==> src/rtl/audipus_spi_pkg.sv <==
// Shared types and constants for the SPI register-access initiator.
package audipus_spi_pkg;

  localparam int unsigned DEF_ADDR_BITS = 7;
  localparam int unsigned DEF_DATA_BITS = 8;
  localparam int unsigned FRAME_BITS    = 1 + DEF_ADDR_BITS + DEF_DATA_BITS;

  localparam logic RW_WRITE = 1'b0;
  localparam logic RW_READ  = 1'b1;

  typedef enum logic [2:0] {
    StIdle,
    StSetup,
    StShiftLo,
    StShiftHi,
    StHold,
    StGap
  } state_e;

  function automatic int unsigned frame_bits(input int unsigned addr_bits,
                                             input int unsigned data_bits);
    return 1 + addr_bits + data_bits;
  endfunction

endpackage

==> src/rtl/spi_clk_div.sv <==
// Half-period counter: strobes phase_end_o every CLK_DIV enabled cycles, first_o on the
// first cycle of each half-period. Held at zero while clr_i is high.
module spi_clk_div #(
  parameter int unsigned CLK_DIV = 4
) (
  input  logic clk_i,
  input  logic rst_i,
  input  logic en_i,
  input  logic clr_i,
  output logic first_o,
  output logic phase_end_o
);

  localparam int unsigned CntW = (CLK_DIV > 1) ? $clog2(CLK_DIV) : 1;

  logic [CntW-1:0] cnt_q, cnt_d;

  assign first_o     = en_i && (cnt_q == '0);
  assign phase_end_o = en_i && (cnt_q == CntW'(CLK_DIV - 1));

  always_comb begin
    cnt_d = cnt_q;
    if (clr_i) begin
      cnt_d = '0;
    end else if (en_i) begin
      cnt_d = phase_end_o ? '0 : cnt_q + 1'b1;
    end
  end

  always_ff @(posedge clk_i or posedge rst_i) begin
    if (rst_i) cnt_q <= '0;
    else       cnt_q <= cnt_d;
  end

endmodule

==> src/rtl/spi_master_ctrl.sv <==
// Mode-0 SPI initiator issuing one {rw, addr, data} register frame per start request.
// Define SPI_MASTER_MISO_SYNC_EN to add a 2-flop MISO synchronizer (needs CLK_DIV >= 3).
module spi_master_ctrl
  import audipus_spi_pkg::*;
#(
  parameter int unsigned ADDR_BITS = DEF_ADDR_BITS,
  parameter int unsigned DATA_BITS = DEF_DATA_BITS,
  parameter int unsigned CLK_DIV   = 4,
  parameter int unsigned CS_SETUP  = 2,
  parameter int unsigned CS_HOLD   = 2,
  parameter int unsigned CS_GAP    = 2
) (
  input  logic                 clk_i,
  input  logic                 rst_i,
  input  logic                 start_i,
  input  logic                 rw_i,
  input  logic [ADDR_BITS-1:0] addr_i,
  input  logic [DATA_BITS-1:0] wdata_i,
  output logic                 busy_o,
  output logic                 done_o,
  output logic [DATA_BITS-1:0] rdata_o,
  output logic                 spi_cs_o,
  output logic                 spi_clk_o,
  output logic                 spi_mosi_o,
  input  logic                 spi_miso_i
);

  localparam int unsigned FrameBits = frame_bits(ADDR_BITS, DATA_BITS);
  localparam int unsigned BitCntW   = $clog2(FrameBits);
  localparam int unsigned WaitW     = 8;

  state_e               state_q;
  logic [FrameBits-2:0] tx_sr_q;
  logic [DATA_BITS-1:0] rx_sr_q;
  logic [BitCntW-1:0]   bit_cnt_q;
  logic [WaitW-1:0]     wait_q, wait_last;
  logic                 rw_q;
  logic                 shifting, first_hi, phase_end, sample_en, miso_s, wait_done;

  assign shifting = (state_q == StShiftHi) || (state_q == StShiftLo);

  spi_clk_div #(
    .CLK_DIV(CLK_DIV)
  ) u_clk_div (
    .clk_i      (clk_i),
    .rst_i      (rst_i),
    .en_i       (shifting),
    .clr_i      (!shifting),
    .first_o    (first_hi),
    .phase_end_o(phase_end)
  );

`ifdef SPI_MASTER_MISO_SYNC_EN
  logic [1:0] miso_sync_q;

  always_ff @(posedge clk_i or posedge rst_i) begin
    if (rst_i) miso_sync_q <= '0;
    else       miso_sync_q <= {miso_sync_q[0], spi_miso_i};
  end

  // Sampling late in the high phase absorbs the synchronizer latency.
  assign miso_s    = miso_sync_q[1];
  assign sample_en = (state_q == StShiftHi) && phase_end;
  logic unused_first;
  assign unused_first = first_hi;
`else
  assign miso_s    = spi_miso_i;
  assign sample_en = (state_q == StShiftHi) && first_hi;
`endif

  always_comb begin
    wait_last = WaitW'(CS_GAP - 1);
    if (state_q == StSetup)     wait_last = WaitW'(CS_SETUP - 1);
    else if (state_q == StHold) wait_last = WaitW'(CS_HOLD - 1);
  end
  assign wait_done = (wait_q == wait_last);

  always_ff @(posedge clk_i or posedge rst_i) begin
    if (rst_i) begin
      state_q    <= StIdle;
      tx_sr_q    <= '0;
      rx_sr_q    <= '0;
      bit_cnt_q  <= '0;
      wait_q     <= '0;
      rw_q       <= 1'b0;
      busy_o     <= 1'b0;
      done_o     <= 1'b0;
      rdata_o    <= '0;
      spi_cs_o   <= 1'b0;
      spi_clk_o  <= 1'b0;
      spi_mosi_o <= 1'b0;
    end else begin
      done_o <= 1'b0;
      if (sample_en) rx_sr_q <= {rx_sr_q[DATA_BITS-2:0], miso_s};
      unique case (state_q)
        StIdle: begin
          if (start_i) begin
            tx_sr_q    <= {addr_i, wdata_i};
            rw_q       <= rw_i;
            spi_mosi_o <= rw_i;
            spi_cs_o   <= 1'b1;
            busy_o     <= 1'b1;
            bit_cnt_q  <= '0;
            wait_q     <= '0;
            state_q    <= StSetup;
          end
        end
        StSetup: begin
          if (wait_done) begin
            spi_clk_o <= 1'b1;
            state_q   <= StShiftHi;
          end else begin
            wait_q <= wait_q + 1'b1;
          end
        end
        StShiftHi: begin
          if (phase_end) begin
            spi_clk_o <= 1'b0;
            if (bit_cnt_q == BitCntW'(FrameBits - 1)) begin
              wait_q  <= '0;
              state_q <= StHold;
            end else begin
              bit_cnt_q  <= bit_cnt_q + 1'b1;
              spi_mosi_o <= tx_sr_q[FrameBits-2];
              tx_sr_q    <= tx_sr_q << 1;
              state_q    <= StShiftLo;
            end
          end
        end
        StShiftLo: begin
          if (phase_end) begin
            spi_clk_o <= 1'b1;
            state_q   <= StShiftHi;
          end
        end
        StHold: begin
          if (wait_done) begin
            spi_cs_o <= 1'b0;
            done_o   <= 1'b1;
            if (rw_q == RW_READ) rdata_o <= rx_sr_q;
            wait_q   <= '0;
            state_q  <= StGap;
          end else begin
            wait_q <= wait_q + 1'b1;
          end
        end
        StGap: begin
          if (wait_done) begin
            busy_o     <= 1'b0;
            spi_mosi_o <= 1'b0;
            state_q    <= StIdle;
          end else begin
            wait_q <= wait_q + 1'b1;
          end
        end
        default: state_q <= StIdle;
      endcase
    end
  end

endmodule

==> config.mk <==
export PLATFORM = sky130hd
export DESIGN_NAME = spi_master_ctrl
export DESIGN_NICKNAME = d
export VERILOG_FILES = /design/src/rtl/audipus_spi_pkg.sv /design/src/rtl/spi_clk_div.sv /design/src/rtl/spi_master_ctrl.sv
export SDC_FILE = /design/constraint.sdc
export NUM_CORES = 1
export LEC_CHECK = 0
export ABC_CLOCK_PERIOD_IN_PS = 3100
export BUFFER_PORTS_ARGS = -buffer_cell sky130_fd_sc_hd__buf_2
export CAP_MARGIN = 20
export CORE_MARGIN = 3
export CORE_UTILIZATION = 60
export CTS_CLUSTER_SIZE = 12
export DETAILED_ROUTE_END_ITERATION = 7
export MAX_ROUTING_LAYER = met4
export PLACE_DENSITY_LB_ADDON = 0.15
export SLEW_MARGIN = 20
export SYNTH_ARGS = -nofsm -noshare
export SYNTH_HDL_FRONTEND = slang
export SYNTH_SLANG_ARGS = --single-unit
==> constraint.sdc <==
create_clock -name clk_i -period 3.1 [get_ports clk_i]
set_input_delay 0.465 -clock clk_i [delete_from_list [all_inputs] [get_ports clk_i]]
set_output_delay 0.465 -clock clk_i [all_outputs]
set_load 0.1 [all_outputs]
* Word-level counts from Yosys, hierarchy flattened *
Index checks and enable logic that the tools add are counted.

cells by class
  multiplexer cells = 38
  reduce and logical (&&, ||, !) cells = 22
  eq/ne operators = 17
  add/sub/neg operators = 3

operators by type and width
  cell                   count
  $mux W15               3
  $mux W8                5
  $pmux W8 S4            1
  $pmux W15 S2           1
  $mux W3                7
  $pmux W3 S6            1
  $mux W4                3
  $ne A2 B2 Y1 const B   6
  $mux W1                10
  $reduce_and A5 Y1      2
  $reduce_and A3 Y1      3
  $add A8 B1 Y8 const B  1
  $eq A8 B1 Y1 const B   1
  $pmux W4 S2            1
  $reduce_and A4 Y1      2
  $eq A3 B2 Y1 const B   2
  $eq A3 B3 Y1 const B   2
  $ne A2 B1 Y1 const B   3
  $pmux W1 S3            2
  $reduce_and A6 Y1      1
  $reduce_bool A2 Y1     3
  $reduce_bool A3 Y1     2
  $add A4 B1 Y4 const B  1
  $eq A4 B4 Y1 const B   1
  12 further kinds       16

storage, ports and cells
  bits in registers = 54
  word-level logic and storage cells = 93
  input port bits = 20
  output and inout port bits = 13

* Longest topological paths before layout *
Gate-level depths: netlist of run 1.

  word-level depth = 5
  mapped depth = 7
  gate-level depth less buffers = 6

* Cells and area by module *
A second synthesis of run 1 with hierarchy kept.

second synthesis, totals
  cells, all modules = 244
  area total of the unflattened synthesis = 2628.8 um^2

modules (own cells, without submodules)
  module           instances  cells each  area an instance (um^2)
  spi_master_ctrl  1          231         2496.1
  spi_clk_div      1          13          132.6

* Least setup slack after synthesis of run 1 *
Ideal clock, no wire load.

  path kind = reg2reg
  from = register bit_cnt_q[0]
  to = register tx_sr_q[14]
  path slack = 1.144 ns
  stages on the path, launching flop included = 7
  arrival time = 1.831 ns
  required time = 2.975 ns
  clock period less this slack = 1.956 ns
  buffers on the path = 1
  setup time = 0.125 ns
  path through = dfrtp_1 -> ha_1 -> and3_1 -> o31a_1 -> nor2_4 -> buf_4 -> mux2_2

on the way
  cells in the longest elaborated chain, start to end = 3

RTL lines
  element                             line                    source
  start: declaration                  spi_master_ctrl.sv:35   logic [BitCntW-1:0] bit_cnt_q;
  start signal: assignment            spi_master_ctrl.sv:123  bit_cnt_q <= bit_cnt_q + 1'b1;
  $eq A4 B4 Y1                        spi_master_ctrl.sv:119  if (bit_cnt_q == BitCntW'(FrameBits - 1)) begin
  $ne A2 B2 Y1 (no source line)       --
  $reduce_and A4 Y1 (no source line)  --
  end signal: assignment              spi_master_ctrl.sv:98   tx_sr_q <= {addr_i, wdata_i};
  end signal: assignment              spi_master_ctrl.sv:125  tx_sr_q <= tx_sr_q << 1;
  end: declaration                    spi_master_ctrl.sv:33   logic [FrameBits-2:0] tx_sr_q;

No other way between the ends.
A chain may end at the register's enable or synchronous reset.

* Final worst setup path of run 1 *
  from = register bit_cnt_q[0]
  to = register tx_sr_q[3]

The elaborated chain is that of the path after synthesis.

==> impl_metrics.csv, run 1 <==
group,metric,value,unit
worst_setup_path,crit_type,"flop to flop",
global_route,track_usage,0.1988,
die,die_h,72.62,µm
timing,whs,0.1486,ns
timing,hold_viol_final,0,
die,io_pins,33,
cells_and_area,antennaDiodeCount,0,
die,initial_core_util,0.6425,
clock_tree,clock_sinks,54,
detailed_routing,ant_nets,0,
status,status,"completed",
synth,synth_top_family_by_area,"multiplexers",
synth,synth_fa_ha_area_frac,0.02350,
synth,synthFlopType,"dfrtp_1",
die,core,4144,µm²
global_route,grt_pass1_vias,1847,
worst_setup_path,cp.required,3.29,ns
worst_setup_path,crit_fanout,17,
clock_tree,post_cts_buffers,0,
placed_design,place_hpwl,3247,µm
timing,tns,0,ns
cells_and_area,layout-drive-gt1-share,0.3725,
clock_tree,cts_tree,"done",
synth,synth.cell_area,2663,µm²
global_route,grt_pass1_wl,8114,µm
synth,ys_seq_area_frac,0.5075,
placed_design,gp_congestion,0.8350,
clock_tree,clk_pin_slew_worst_paths,0.09,ns
power,pwr_density_cell,428.1,nW/µm²
synth,synthCells,224,
global_route,grt-ovfl-total,0,
worst_setup_path,end_kind,"flop",
synth,synth_xor_area_frac,0,
die,rows,23,
detailed_routing,first_pass_iters,6,
timing,finalCriticalPeriod,2.174,ns
synth,synth_nets,249,
cells_and_area,multiInputGateArea,1186,µm²
synth,avgSynthCellArea,11.89,µm²
timing,maxSlewViolCount,0,
cells_and_area,regArea,1351,µm²
synth,synth_edf_count,0,
timing,period_share,0.7014,
detailed_routing,vias,1788,
cells_and_area,n_fill_cell,302,
cells_and_area,area_growth,10.95,%
worst_setup_path,worst-r2r-cell-count,5,
placed_design,pre_cts_ws,0.9274,ns
detailed_routing,remaining_drc_errors,0,
clock_tree,cts_buffers,5,
clock_tree,ctsResizeCount,0,
min_path,hp-class,"input pin to asynchronous set/reset pin",
global_route,grt_max_degree,36,
clock_tree,insertion_delay,0.30,ns
timing,worstMarginPinSlew,0.7752,ns
synth,ys_async_sr_fraction,1.000,
power,leakagePower,1.403,nW
detailed_routing,via_per_inst,5.862,
run,cap_violations,0,
detailed_routing,drtIter0Drc,131,
synth,ys_warn_count,0,
synth,synth-simple-area-share,0.1151,
synth,synthDistinctLibCells,43,
detailed_routing,wl_per_cell,15.05,µm
clock_tree,h-tree-depth,2,
detailed_routing,drt-total-wl,4591,µm
timing,relSlewSlack,0.4817,
timing,max_freq,0.4599,GHz
die,fp.dieArea,5273,µm²
timing,fin_ws,0.9256,ns
timing,rsz0062_at_grt,"no",
synth,muxShareOfSynthArea,0.2133,
clock_tree,cts_root_buf,"clkbuf_8",
power,ir_worst_vdd,0.2564,mV
worst_setup_path,cp-start-kind,"flop",
cells_and_area,nNetsFinal,279,
global_route,antenna_found_initial,0,
clock_tree,cts_buffer_depth,2,
timing,setup_viol,0,
clock_tree,holdBufCountCts,0,
placed_design,io_buffers,32,
synth,synth_compound_area_frac,0.09352,
synth,ys_ff_latch,54,
die,die_w,72.62,µm
timing,clock_skew,0.008369,ns
worst_setup_path,arrival,2.36,ns
==> metrics by stage <==
| stage | instance area (µm²) | util | total power, mW | cells |
|---|---|---|---|---|
| after global routing | 2954 | 0.7129 | 1.314 | 305 |
| after global placement | 2838 | 0.6848 | 0.8040 | 297 |
| final | 2954 | 0.7129 | 1.265 | 305 |
| after floorplan | 2663 | - | 0.7838 | 224 |
| after detailed placement | 2838 | 0.6848 | 0.8054 | 297 |
| after CTS | 2954 | 0.7129 | 1.280 | 305 |
==> synthesized netlist by cell type, types with 2 or more instances <==
cell type / number / share of area
buf_2: 2 / 0.0038
clkbuf_1: 6 / 0.0085
ha_1: 5 / 0.023
nor4_1: 2 / 0.0047
inv_1: 11 / 0.016
nand3_1: 6 / 0.011
a21o_1: 2 / 0.0056
buf_6: 3 / 0.013
mux2_2: 46 / 0.19
and3_1: 5 / 0.012
o21bai_1: 6 / 0.017
nand4_1: 3 / 0.0070
dfrtp_1: 54 / 0.51
nor2_1: 6 / 0.0085
a21oi_1: 7 / 0.013
nand2_1: 9 / 0.013
o31ai_1: 3 / 0.0085
mux2i_1: 5 / 0.019
o21ai_0: 11 / 0.021
nor3_1: 4 / 0.0075
a31oi_1: 2 / 0.0047
nor4bb_1: 2 / 0.0075
or4_1: 3 / 0.0085
nor3b_1: 2 / 0.0056
==> area by class of cell <==
cell class / count / area share
flip-flops and latches: 54 / 0.4574
multi-input cells: 145 / 0.4015
repair buffers: 36 / 0.06438
clock buffers: 5 / 0.02330
well taps: 50 / 0.02118
clock inverters: 3 / 0.01609
inverters: 12 / 0.01609
==> layout by cell type, fill, tap and decap left out, drive strengths merged, types with 3 or more instances in the layout <==
cell type  Yosys  final
mux2i          5      5
buf            7     36
nor3           4      4
nor2           7      7
and3           5      5
nand3          7      7
or4            3      3
inv           12     13
dfrtp         54     54
a21oi          7      7
clkbuf         6      5
o21bai         6      6
o21ai         11     11
ha             5      5
nand4          3      3
o31ai          3      3
nand2          9      9
mux2          46     46
==> routing by layer <==
metal / up-vias / share of wire / track usage
met5: - / 0 / -
met3: 6 / 0.059 / 0.03719
li1: 868 / - / -
met1: 857 / 0.45 / 0.2574
met4: 0 / 0.0094 / 0.05123
met2: 57 / 0.48 / 0.3246
==> registers in the layout, indices dropped and copies added (netlist names) <==
name and count:
tx_sr_q 15, rdata_o 8, rx_sr_q 8, wait_q 8, bit_cnt_q 4, state_q 3, u_clk_div.cnt_q 2, busy_o 1
done_o 1, rw_q 1, spi_clk_o 1, spi_cs_o 1, spi_mosi_o 1
==> path summary, 6_finish.rpt <==
path / end / from / slack, ns
min in group clk_i: tx_sr_q[0]$_DFFE_PP0P_ / wdata_i[0] / 0.37
max: tx_sr_q[3]$_DFFE_PP0P_ / bit_cnt_q[0]$_DFFE_PP0P_ / 0.93
max reg2reg: tx_sr_q[3]$_DFFE_PP0P_ / bit_cnt_q[0]$_DFFE_PP0P_ / 0.93
min: tx_sr_q[8]$_DFFE_PP0P_ / rst_i / 0.15
max in group asynchronous: spi_mosi_o$_DFFE_PP0P_ / rst_i / 2.17
min reg2reg: busy_o$_DFFE_PP0P_ / busy_o$_DFFE_PP0P_ / 0.48
==> power by group <==
group / switching [mW] / leakage [nW] / total (mW) / internal (mW)
clock network: 0.230 / 0.0587 / 0.475 / 0.245
logic: 0.0378 / 0.632 / 0.0764 / 0.0386
registers: 0.00305 / 0.712 / 0.714 / 0.710
total: 0.270 / 1.40 / 1.26 / 0.994
==> cell families after synthesis <==
group | Yosys count
DFF | 54
adders and majority gates | 5
and+or+nand+nor | 51
muxes | 51
buffers and inverters | 25
AOI/OAI and AO/OA | 38
==> worst max-delay path, cell delays in order (launching register included) <==
cell	delay, ns
dfrtp_1	0.42
ha_1	0.26
and3_1	0.20
o31a_1	0.39
nor2_4	0.40
mux2_2	0.39
No activity file was read; power rests on OpenSTA's default activity.
==> run 2, diff against run 1 <==
--- a/config.mk
+++ b/config.mk
@@ -5,11 +5,11 @@
 export SDC_FILE = /design/constraint.sdc
 export NUM_CORES = 1
 export LEC_CHECK = 0
-export ABC_CLOCK_PERIOD_IN_PS = 3100
+export ABC_CLOCK_PERIOD_IN_PS = 2220
 export BUFFER_PORTS_ARGS = -buffer_cell sky130_fd_sc_hd__buf_2
 export CAP_MARGIN = 20
 export CORE_MARGIN = 3
-export CORE_UTILIZATION = 60
+export CORE_UTILIZATION = 57
 export CTS_CLUSTER_SIZE = 12
 export DETAILED_ROUTE_END_ITERATION = 7
 export MAX_ROUTING_LAYER = met4
==> constraint.sdc (replaced) <==
create_clock -name clk_i -period 2.22 [get_ports clk_i]
set_input_delay 0.333 -clock clk_i [delete_from_list [all_inputs] [get_ports clk_i]]
set_output_delay 0.333 -clock clk_i [all_outputs]
set_load 0.1 [all_outputs]
==> impl_metrics.csv, run 2 (same netlist as run 1, synthesis figures left out) <==
group,metric,value,unit
clock_tree,clk_pin_slew_worst_paths,0.10,ns
clock_tree,ctsResizeCount,0,
worst_setup_path,crit_slowest_cell,"a311oi_2",
worst_setup_path,end_kind,"flop",
placed_design,placed_area,2904,µm²
die,initial_core_util,0.5991,
die,die_h,74.35,µm
global_route,grt_max_degree,31,
timing,worstMarginPinSlew,0.7348,ns
timing,relSlewSlack,0.5102,
global_route,grt_pass1_vias,1866,
placed_design,io_buffers,32,
global_route,grt-ovfl-total,0,
detailed_routing,remaining_drc_errors,0,
die,rows,24,
cells_and_area,layout_commonest_cell,"dfrtp_1",
die,die_w,74.35,µm
clock_tree,cts_tree,"done",
clock_tree,holdBufCountCts,0,
detailed_routing,met2_length,2352,µm
die,io_pins,33,
clock_tree,insertion_delay,0.31,ns
min_path,hp-class,"input pin to asynchronous set/reset pin",
timing,whs,0.05646,ns
power,ir_worst_vdd,0.4273,mV
detailed_routing,via_per_inst,5.866,
detailed_routing,wirelength_met1,2158,µm
detailed_routing,ant_nets,0,
worst_setup_path,crit_type,"flop to flop",
run,cap_violations,0,
worst_setup_path,cp_cell_sequence,"inv_1 > ha_1 > nor4b_2 > a311oi_2 > nor4b_1 > o21bai_1",
timing,finalCriticalPeriod,2.019,ns
cells_and_area,fin_area,2994,µm²
worst_setup_path,arrival,2.26,ns
cells_and_area,utilization,0.6737,
worst_setup_path,crit_fanout,11,
cells_and_area,layout-drive-gt1-share,0.3908,
timing,max_freq,0.4954,GHz
detailed_routing,met3_length,218,µm
timing,setup_viol,0,
cells_and_area,largest_register_ffs,15,
timing,period_share,0.9093,
clock_tree,h-tree-depth,2,
cells_and_area,area_growth,12.45,%
worst_setup_path,cp-start-kind,"flop",
global_route,antenna_found_initial,0,
timing,hold_viol_final,0,
cells_and_area,fin_cells,313,
cells_and_area,nNetsFinal,285,
clock_tree,cts_buffers,5,
detailed_routing,first_pass_iters,4,
clock_tree,cts_root_buf,"clkbuf_8",
power,power.total,1.661,mW
placed_design,dp.cells,305,
power,leakagePower,1.421,nW
detailed_routing,wl_per_cell,15.32,µm
die,fp.dieArea,5527,µm²
placed_design,gp_congestion,0.8502,
global_route,track_usage,0.2006,
worst_setup_path,slowest_delay,0.66,ns
worst_setup_path,cp.required,2.46,ns
detailed_routing,drt-total-wl,4795,µm
status,status,"completed",
timing,rsz0062_at_grt,"no",
detailed_routing,vias,1836,
cells_and_area,antennaDiodeCount,0,
power,pwr_density_cell,554.8,nW/µm²
placed_design,place_hpwl,3470,µm
cells_and_area,most-common-layout-cells,"dfrtp_1, mux2_2, buf_2",
detailed_routing,top_layer,"met4",
die,core,4444,µm²
global_route,grt_pass1_wl,8273,µm
clock_tree,post_cts_buffers,0,
detailed_routing,drtIter0Drc,113,
cells_and_area,top_register,"tx_sr_q",
timing,clock_skew,0.009465,ns
timing,maxSlewViolCount,0,
clock_tree,cts_buffer_depth,2,
clock_tree,clock_sinks,54,
==> run 2: cell count changes in the layout (fill, tap and decap cells not counted), sizes merged <==
cell and change:
buf +6, bufinv -1, clkinvlp +1, clkinv +1, inv -1
==> run 2: report_power, final <==
group          switching (mW)  internal, mW
clock network           0.327         0.222
logic                  0.0553        0.0598
registers             0.00495         0.992
total                   0.387          1.27
==> run 2: area by class of cell <==
class | count | area [µm²]
multi-input cells | 145 | 1192
inverters | 12 | 47.55
clock buffers | 5 | 68.82
repair buffers | 42 | 247.7
fillers | 347 | 1450
clock inverters | 3 | 21.27
well taps | 52 | 65.06
flip-flops and latches | 54 | 1351
==> run 2: critical path: cells and delay by family (launching register included) <==
family / cells / cell delay, ns
AOI/OAI and AO/OA: 2 / 0.82
and+or+nand+nor: 2 / 0.50
buffers and inverters: 1 / 0.07
DFF: 1 / 0.38
adders and majority gates: 1 / 0.17
==> run 2: metrics by stage <==
step / setup slack [ns] / setup TNS [ns]
global route: 0.03402 / 0
detailed placement: 0.2201 / 0
floorplan: 0.2643 / 0
CTS: 0.1941 / 0
global placement: -0.01828 / -0.01828
finish: 0.2013 / 0
==> run 2: final timing paths <==
path	startpoint	to	slack (ns)	depth (start not counted)
worst max-delay path	wait_q[1]$_DFFE_PP0P_	wait_q[1]$_DFFE_PP0P_	0.20	6
worst min-delay path	rst_i	tx_sr_q[11]$_DFFE_PP0P_	0.06	2
worst max register to register	wait_q[1]$_DFFE_PP0P_	wait_q[1]$_DFFE_PP0P_	0.20	6
worst min register to register	u_clk_div.cnt_q[0]$_DFF_PP0_	u_clk_div.cnt_q[0]$_DFF_PP0_	0.48	1
max in group asynchronous	rst_i	tx_sr_q[13]$_DFFE_PP0P_	1.61	3
min in group clk_i	wdata_i[0]	tx_sr_q[0]$_DFFE_PP0P_	0.24	3
==> run 2: per-layer routing <==
metal,vias to the layer above,GRT usage
li1,884,-
met1,895,0.2607
met2,48,0.3150
met3,9,0.04054
met4,0,0.06917
met5,-,-
==> run 3, diff against run 2 <==
--- a/config.mk
+++ b/config.mk
@@ -9,11 +9,13 @@
 export BUFFER_PORTS_ARGS = -buffer_cell sky130_fd_sc_hd__buf_2
 export CAP_MARGIN = 20
 export CORE_MARGIN = 3
-export CORE_UTILIZATION = 57
+export CORE_UTILIZATION = 60
+export CTS_BUF_LIST = sky130_fd_sc_hd__clkbuf_4
 export CTS_CLUSTER_SIZE = 12
 export DETAILED_ROUTE_END_ITERATION = 7
 export MAX_ROUTING_LAYER = met4
 export PLACE_DENSITY_LB_ADDON = 0.15
+export REMOVE_ABC_BUFFERS = 1
 export SLEW_MARGIN = 20
 export SYNTH_ARGS = -nofsm -noshare
 export SYNTH_HDL_FRONTEND = slang
==> impl_metrics.csv, run 3 (same netlist as run 1, synthesis figures left out) <==
group,metric,value,unit
cells_and_area,top_register,"tx_sr_q",
detailed_routing,ant_nets,0,
cells_and_area,nNetsFinal,283,
die,die_h,72.62,µm
die,fp.dieArea,5273,µm²
global_route,grt_pass1_wl,8349,µm
timing,max_freq,0.4915,GHz
worst_setup_path,crit_fanout,16,
placed_design,dp.cells,301,
cells_and_area,layout-drive-gt1-share,0.3861,
die,die_w,72.62,µm
status,status,"completed",
timing,rsz0062_at_grt,"no",
global_route,grt_max_degree,55,
detailed_routing,remaining_drc_errors,0,
clock_tree,cts_buffer_depth,2,
die,io_pins,33,
timing,period_share,0.9166,
timing,relSlewSlack,0.5439,
cells_and_area,most-common-layout-cells,"dfrtp_1, mux2_2, buf_2",
global_route,track_usage,0.2045,
run,cap_violations,0,
detailed_routing,wl_per_cell,15.35,µm
power,pwr_density_cell,537.6,nW/µm²
timing,hold_viol_final,0,
cells_and_area,layout_commonest_cell,"dfrtp_1",
timing,worstMarginPinSlew,0.6841,ns
clock_tree,insertion_delay,0.38,ns
placed_design,place_hpwl,3337,µm
worst_setup_path,end_kind,"flop",
global_route,antenna_found_initial,0,
detailed_routing,via_per_inst,5.845,
worst_setup_path,cp.required,2.54,ns
detailed_routing,drtIter0Drc,110,
clock_tree,h-tree-depth,2,
cells_and_area,n_fill_cell,313,
worst_setup_path,arrival,2.35,ns
worst_setup_path,cp-start-kind,"flop",
cells_and_area,fin_cells,309,
power,ir_worst_vdd,0.4645,mV
clock_tree,cts_root_buf,"clkbuf_4",
cells_and_area,area_growth,10.90,%
die,initial_core_util,0.6425,
clock_tree,clk_pin_slew_worst_paths,0.17,ns
detailed_routing,first_pass_iters,6,
min_path,hp-class,"input pin to asynchronous set/reset pin",
clock_tree,cts_tree,"done",
timing,setup_viol,0,
detailed_routing,vias,1806,
timing,maxSlewViolCount,0,
timing,clock_skew,0.01153,ns
power,leakagePower,1.405,nW
cells_and_area,fin_area,2953,µm²
cells_and_area,multiInputGateArea,1192,µm²
timing,whs,0.09170,ns
clock_tree,post_cts_buffers,0,
die,core,4144,µm²
global_route,grt_pass1_vias,1833,
placed_design,io_buffers,32,
cells_and_area,antennaDiodeCount,0,
global_route,grt-ovfl-total,0,
timing,finalCriticalPeriod,2.035,ns
worst_setup_path,crit_type,"flop to flop",
cells_and_area,regArea,1351,µm²
clock_tree,holdBufCountCts,0,
placed_design,placed_area,2880,µm²
placed_design,gp_congestion,0.8230,
clock_tree,clock_sinks,54,
detailed_routing,drt-total-wl,4742,µm
die,rows,23,
cells_and_area,largest_register_ffs,15,
clock_tree,cts_buffers,5,
[run 3: repair_timing]
action,CTS,global route
setup endpoints to repair,3,0
resized for setup,1,0
endpoints found under the hold margin,0,0
[run 3: worst max-delay path: stages (launching register included)]
cell and delay [ns]:
dfrtp_1 0.40, ha_1 0.26, nand4_1 0.13, o32a_1 0.49, buf_4 0.23, nor3_1 0.22, mux2i_1 0.23
[run 3: metrics by stage]
stage	power, mW	setup slack [ns]	setup TNS, ns	utilization
6_report	1.587	0.1852	0	0.7126
5_1_grt	1.647	0.05339	0	0.7126
4_1_cts	1.608	0.1848	0	0.7126
3_5_place_dp	1.132	-0.07024	-0.07024	0.6950
3_3_place_gp	1.128	-0.01228	-0.01228	0.6950
2_1_floorplan	1.090	0.2061	0	-
[run 3: worst paths after layout]
check / endpoint / startpoint / slack (ns) / depth (start not counted)
worst max-delay path: wait_q[4]$_DFFE_PP0P_ / u_clk_div.cnt_q[0]$_DFF_PP0_ / 0.19 / 6
worst min-delay path: tx_sr_q[4]$_DFFE_PP0P_ / rst_i / 0.09 / 3
worst max register to register: wait_q[4]$_DFFE_PP0P_ / u_clk_div.cnt_q[0]$_DFF_PP0_ / 0.19 / 6
worst min register to register: u_clk_div.cnt_q[0]$_DFF_PP0_ / u_clk_div.cnt_q[0]$_DFF_PP0_ / 0.49 / 1
max in group asynchronous: bit_cnt_q[0]$_DFFE_PP0P_ / rst_i / 1.68 / 3
min in group clk_i: rx_sr_q[0]$_DFFE_PP0P_ / spi_miso_i / 0.16 / 2
[run 3: per-layer routing]
layer	GRT usage	vias up	share of wire
met5	-	-	0
met4	0.04918	0	0.0086
met3	0.03306	5	0.027
met2	0.3307	23	0.48
met1	0.2723	892	0.48
li1	-	886	-
[run 3: where the power goes]
| part | switching (mW) | internal (mW) |
|---|---|---|
| logic | 0.0542 | 0.0587 |
| clock network | 0.338 | 0.139 |
| registers | 0.00492 | 0.994 |
[run 3: cell type report]
cell class	instances	share of cell area
repair buffers	40	0.07881
inverters	12	0.01610
clock inverters	3	0.009746
multi-input cells	145	0.4038
flip-flops and latches	54	0.4576
clock buffers	5	0.01271
well taps	50	0.02119
